File: src/rtl/freq_meter.sv
// freq_meter: gated rising-edge counter. Counts synchronized rising edges of
// sig_in over a window of GATE_CYCLES reference cycles, then holds the result
// under a valid/ack handshake until the consumer takes it.
module freq_meter #(
    parameter int GATE_CYCLES = 100,
    parameter int CNT_W       = 8,
    parameter int SYNC_STAGES = 2
) (
    input  logic             CLK_in,
    input  logic             RST,
    input  logic             sig_in,
    input  logic             start,
    input  logic             ack,
    output logic             busy,
    output logic             valid,
    output logic [CNT_W-1:0] count,
    output logic             overflow
);

    localparam int GW = (GATE_CYCLES > 1) ? $clog2(GATE_CYCLES) : 1;
    localparam logic [GW-1:0] GATE_LAST = GW'(GATE_CYCLES - 1);

    typedef enum logic [1:0] {
        IDLE    = 2'd0,
        MEASURE = 2'd1,
        DONE    = 2'd2
    } state_t;

    state_t                   state_q;
    logic [SYNC_STAGES-1:0]   sync_q;
    logic                     hist_q;
    logic [GW-1:0]            gate_q;
    logic [CNT_W-1:0]         count_q;
    logic                     ovf_q;
    logic                     busy_q;
    logic                     valid_q;
    logic                     sig_sync;
    logic                     edge_det;

    // Synchronizer chain plus history flop; the history runs in every state so
    // a signal that is already high when the window opens is not seen as an edge.
    always_ff @(posedge CLK_in or negedge RST) begin
        if (!RST) begin
            sync_q <= '0;
            hist_q <= 1'b0;
        end else begin
            sync_q <= {sync_q[SYNC_STAGES-2:0], sig_in};
            hist_q <= sync_q[SYNC_STAGES-1];
        end
    end

    assign sig_sync = sync_q[SYNC_STAGES-1];
    assign edge_det = sig_sync & ~hist_q;

    // Measurement FSM with registered busy/valid and a saturating edge counter.
    always_ff @(posedge CLK_in or negedge RST) begin
        if (!RST) begin
            state_q <= IDLE;
            gate_q  <= '0;
            count_q <= '0;
            ovf_q   <= 1'b0;
            busy_q  <= 1'b0;
            valid_q <= 1'b0;
        end else begin
            case (state_q)
                IDLE: begin
                    if (start) begin
                        state_q <= MEASURE;
                        gate_q  <= '0;
                        count_q <= '0;
                        ovf_q   <= 1'b0;
                        busy_q  <= 1'b1;
                    end
                end
                MEASURE: begin
                    // Edge in the last gate cycle is still counted.
                    if (edge_det) begin
                        if (count_q == {CNT_W{1'b1}}) begin
                            ovf_q <= 1'b1;
                        end else begin
                            count_q <= count_q + CNT_W'(1);
                        end
                    end
                    if (gate_q == GATE_LAST) begin
                        state_q <= DONE;
                        busy_q  <= 1'b0;
                        valid_q <= 1'b1;
                    end else begin
                        gate_q <= gate_q + GW'(1);
                    end
                end
                DONE: begin
                    // start is ignored here, even alongside ack; result stays put.
                    if (ack) begin
                        state_q <= IDLE;
                        valid_q <= 1'b0;
                    end
                end
                default: begin
                    state_q <= IDLE;
                    busy_q  <= 1'b0;
                    valid_q <= 1'b0;
                end
            endcase
        end
    end

    assign busy     = busy_q;
    assign valid    = valid_q;
    assign count    = count_q;
    assign overflow = ovf_q;

endmodule

File: config.mk
export PLATFORM = sky130hd
export DESIGN_NAME = freq_meter
export DESIGN_NICKNAME = d
export VERILOG_FILES = /design/src/rtl/freq_meter.sv
export SDC_FILE = /design/constraint.sdc
export NUM_CORES = 1
export LEC_CHECK = 0
export ABC_CLOCK_PERIOD_IN_PS = 2000
export CAP_MARGIN = 10
export CORE_ASPECT_RATIO = 0.8
export CORE_MARGIN = 2
export CORE_UTILIZATION = 46
export CTS_CLUSTER_SIZE = 10
export DETAILED_ROUTE_END_ITERATION = 10
export PLACE_DENSITY = 0.73
export RECOVER_POWER = 100
export SLEW_MARGIN = 20
export SYNTH_ARGS = -nofsm -noshare
export SYNTH_HDL_FRONTEND = slang
export SYNTH_SLANG_ARGS = --single-unit
File: constraint.sdc
create_clock -name CLK_in -period 2 [get_ports CLK_in]
set_input_delay 0.5 -clock CLK_in [delete_from_list [all_inputs] [get_ports CLK_in]]
set_output_delay 0.5 -clock CLK_in [all_outputs]
set_load 0.03 [all_outputs]
After elaboration in Yosys (flattened, before gate mapping)
Cells that the tools add are included.
{"block": "totals", "register_bits": 23, "in_bits": 5, "out_inout_bits": 11, "elab_cells": 54}
{"block": "op_classes", "n_mux": 21, "eq_ne": 11, "add_sub_neg": 2, "reduce_logical": 8, "bitwise": 4}
{"cell": "2-to-1 mux 8 bit", "count": 3}
{"cell": "one-hot mux 8 bit (2 select lines)", "count": 1}
{"cell": "2-to-1 mux 7 bit", "count": 2}
{"cell": "!= test 2 bit (second input constant)", "count": 7}
{"cell": "one-hot mux 7 bit (2 select lines)", "count": 1}
{"cell": "AND reduction 3 bit", "count": 4}
{"cell": "adder 8 x 1 -> 8 bit (second input constant)", "count": 1}
{"cell": "equality test 8 bit (second input constant)", "count": 1}
{"cell": "AND reduction 4 bit", "count": 2}
{"cell": "adder 7 x 1 -> 7 bit (second input constant)", "count": 1}
{"cell": "equality test 7 bit (second input constant)", "count": 1}
{"cell": "2-to-1 mux 1 bit", "count": 7}
{"cell": "2-to-1 mux 2 bit", "count": 3}
{"cell": "one-hot mux 1 bit (3 select lines)", "count": 2}
{"cell": "one-hot mux 2 bit (3 select lines)", "count": 1}
{"cell": "inverter 1 bit", "count": 3}
{"cell": "equality test 2 x 1 -> 1 bit (second input constant)", "count": 1}
{"cell": "equality test 2 bit (second input constant)", "count": 1}
{"cell": "zero test 2 bit", "count": 1}
{"cell": "one-hot mux 1 bit (2 select lines)", "count": 1}
{"cell": "nonzero test 2 bit", "count": 1}
{"cell": "bitwise AND 1 bit", "count": 1}

Longest topological paths before layout
{"block": "depth", "ltp_word": 4, "mapped_depth": 5}

Worst setup path before layout
OpenSTA, ideal clock, no wires.
{"block": "synth_timing", "kind": "flip-flop to flip-flop", "from": "register count_q[0] (netlist: count[0])", "to": "register count_q[6] (netlist: count[6])", "setup_ns": 0.126, "required_ns": 1.874, "path_slack_ns": 0.309, "stages_incl_launch_ff": 6, "t_arrival_ns": 1.565, "cell_sequence": "dfrtp_1 ha_1 nand3_1 or2_1 and3_1 a221o_1"}
{"block": "synth_via", "elab_chain_len": 4}
{"item": "start, declared", "line_no": "33", "text": "logic [CNT_W-1:0] count_q;"}
{"item": "start signal, assigned", "line_no": "81", "text": "count_q <= count_q + CNT_W'(1);"}
{"item": "adder 8 x 1 -> 8 bit", "line_no": "81"}
{"item": "2-to-1 mux 8 bit", "line_no": "78", "text": "if (count_q == {CNT_W{1'b1}}) begin"}
{"item": "2-to-1 mux 8 bit", "line_no": "77", "text": "if (edge_det) begin"}
{"item": "one-hot mux 8 bit (2 select lines)", "line_no": "65", "text": "case (state_q)"}
Parallel ways exist; a longest one is shown, timed or not. The select of a mux whose other input is x is not followed.
A chain may end at the register's enable or synchronous reset.

Final worst setup path
{"block": "layout_timing", "from": "register count_q[1] (netlist: count[1])", "to": "output count[1]"}
{"item": "end, declared", "line_no": "16", "text": "output logic [CNT_W-1:0] count,"}
No word-level cell between the ends.

==> summary.txt <==
Cells and area
  • Layout cells sized above 1: roughly 8.6%
  • Synth-to-Final Area Change: 14.2%
  • Inserted Diodes: 0
  • Post-Layout Cell Count: approximately 160
  • Fin nets: roughly 140
  • # fillers: 219

Timing
  • Clock Skew: approximately 0.0056 ns
  • Slew HR: a little under a fifth
  • RSZ-0062 raised after global routing: false
  • Final setup violation count: 0
  • Fmax: 519 MHz
  • Minimum clock period: a little under 2 ns
  • Count of pins over their slew limit: 0
  • Final worst-path cycle share: between 90% and 100%
  • Fin. Hold Viols: 0
  • Slew @ Worst Pin: about 1.2 ns
  • Setup TNS: 0 ns

Setup path
  • Worst-path cell chain: clkdlybuf4s50_1
  • CP Buf/Inv Count: 1
  • Crit. End Element: output port
  • Kind of critical path: reg2out
  • Slowest cell on crit path: clkdlybuf4s50_1
  • Critical path arrival: roughly 1.4 ns
  • Crit-path max cell delay: approximately 0.69 ns
  • CP top delay family: buffers and inverters
  • Highest fanout seen on the critical path: 5
  • Reg2Reg Setup Slack: 0.22 ns
  • Type of origin of the critical path: register
  • WP data required: roughly 1.5 ns

Placed design
  • Gpl congestion: 0.744
  • Hpwl dp: approximately 1.7 mm
  • Buffers on Ports: 15
  • Dpl cells: 160

Clock network
  • CTS max path bufs: 2
  • Clock insertion delay at the later pin of the skew report: 0.31 ns
  • Clk sinks: 23
  • Worst-path clk slew: about 0.11 ns
  • CTS buffer count: 3
  • Post-CTS repair timing setup buffer count: 0
  • CTS tree: done
  • H-tree depth: 1
  • Root Buffer Master: clkbuf_4

GRT
  • Total track usage: 16.6%
  • First-pass GRT wire length: approximately 3.8 mm
  • Antenna violations before repair: 0
  • Total grt overflow: 0
  • Vias in the first global route: just over 800
  • Largest net degree at the start of global routing: 24

Logic synthesis
  • Top_reg_cell synth: dfrtp_1
  • Cells after synthesis: between 100 and 150
  • Mapped Area: 1160 sq um
  • Synth async-reset ratio: between 90% and 100%
  • Post-synth EDFFs: 0
  • Syn_nets: ~120
  • Synth Register Bits: 23
  • Seq/Total Area, Yosys: between 40% and 50%
  • Avg Cell Area, Syn: ~11 sq um
  • Distinct cells, synth: 37
  • Yosys warns: 0

Pwr
  • Leak Pwr: a little under 0.6 nW
  • Total power: approximately 1.7 mW
  • Peak VDD IR: approximately 0.49 mV
  • Power density over the cells: between 1000 and 1500 nW/um^2

Route
  • Vias: a little under 900
  • Total Wirelength: between 2 and 2.5 mm
  • # DRC: 0
  • Vias/cell: about 5.4
  • DR iter-0 viols: 26
  • ANT nets after route: 0
  • Wire per inst: 13.7 microns
  • First-pass detailed-route iteration total: 5

Floorplanning
  • Horiz. Die Dim: 60.1 microns
  • Vert. Die Dim: about 49 microns
  • Core Area: approximately 2400 sq um
  • Die area: 2940 sq um
  • Initial core utilization: between 40% and 50%
  • IO Pins: 16
  • Number of core rows: 16

Outcome
  • Status: finished, final reports clean

Flow run
  • Max cap viols: 0

Min path
  • Class of the worst hold path: reg2reg
-- power breakdown --
part	leakage, nW	switching [mW]	internal (mW)
Combinational	0.300	0.385	0.298
Sequential	0.281	0.179	0.620
Clock	0.0150	0.133	0.0779
Total	0.596	0.697	0.996
-- Yosys cell counts, drive strengths merged (2+ instances only) --
cell type / count / area share, %
dfrtp: 23 / 50
a21oi: 8 / 3.8
nand2: 7 / 2.3
nand3: 7 / 3.0
inv: 6 / 1.9
o21ai: 6 / 3.6
and3: 5 / 2.7
nor2: 5 / 1.6
a221o: 3 / 2.6
a22o: 3 / 2.3
a31oi: 3 / 1.6
or2: 3 / 1.6
and2: 2 / 1.1
and4bb: 2 / 2.2
ha: 2 / 2.2
mux2: 2 / 1.9
nand4: 2 / 1.6
nor3b: 2 / 1.3
o22ai: 2 / 1.1
o31ai: 2 / 1.3
-- metrics by stage --
step	hold WS, ns	util, %	worst slack, ns	instance area (sq um)
after CTS	0.382	57.0	0.00473	1380
after floorplan	0.204	-	0.309	1160
after global routing	0.394	54.5	0.0000669	1320
after detailed placement	0.346	56.0	0.0753	1360
after global placement	0.347	56.0	0.122	1360
final	0.375	54.5	0.0721	1320
-- sequential cells by signal, summed over array words and instances (netlist names) --
register,cells
count,8
overflow,1
hist_q,1
valid,1
gate_q,7
sync_q,2
busy,1
state_q,2
-- layout by cell type (no fill, tap or decap), drive strengths merged, types with 3 or more instances in the layout --
master and count:
or2 3, nor2 5, a22o 3, a221o 3, nand3 7, clkbuf 11
dfrtp 23, and3 5, clkdlybuf4s50 7, o21ai 6, a31oi 3, nand2 7
a21oi 8, inv 6
-- final cells by class --
type                    instances  area [sq um]  area share (%)
clock buffers                   4          26.3            1.99
inverters                       6          22.5            1.70
multi-input cells              78           529            40.1
flip-flops and latches         23           576            43.6
well taps                      36          45.0            3.41
repair buffers                 17           123            9.28
-- worst paths after layout --
kind,startpoint,to,cells after the start
worst max-delay path,count[1],count[1],1
worst min-delay path,sync_q[0],sync_q[1],0
worst max register to register,count[0],count[0],5
worst min register to register,sync_q[0],sync_q[1],0
max in group asynchronous,RST,valid,2
min in group asynchronous,RST,count[5],2
-- cell families (layout without fill, tap and decap cells) --
kind of cell | after synthesis | count (layout) | synth area share, %
and+or+nand+nor | 40 | 40 | 21.5
AOI/OAI and AO/OA | 34 | 34 | 21.7
DFF | 23 | 23 | 49.7
buffers and inverters | 7 | 27 | 2.92
adders and majority gates | 2 | 2 | 2.16
muxes | 2 | 2 | 1.95
-- layer usage --
layer	track usage, %	up-vias	wire length [microns]
met5	0	-	0
met4	2.22	0	12
met3	5.57	2	91
met2	23.7	14	995
met1	25.1	435	1140
li1	-	442	-
-- timing repair --
item / CTS / global route
hold buffers: 0 / 0
setup endpoints to repair: 1 / 6
gates resized for setup: 1 / 6
No activity file was read; power rests on OpenSTA's default activity.
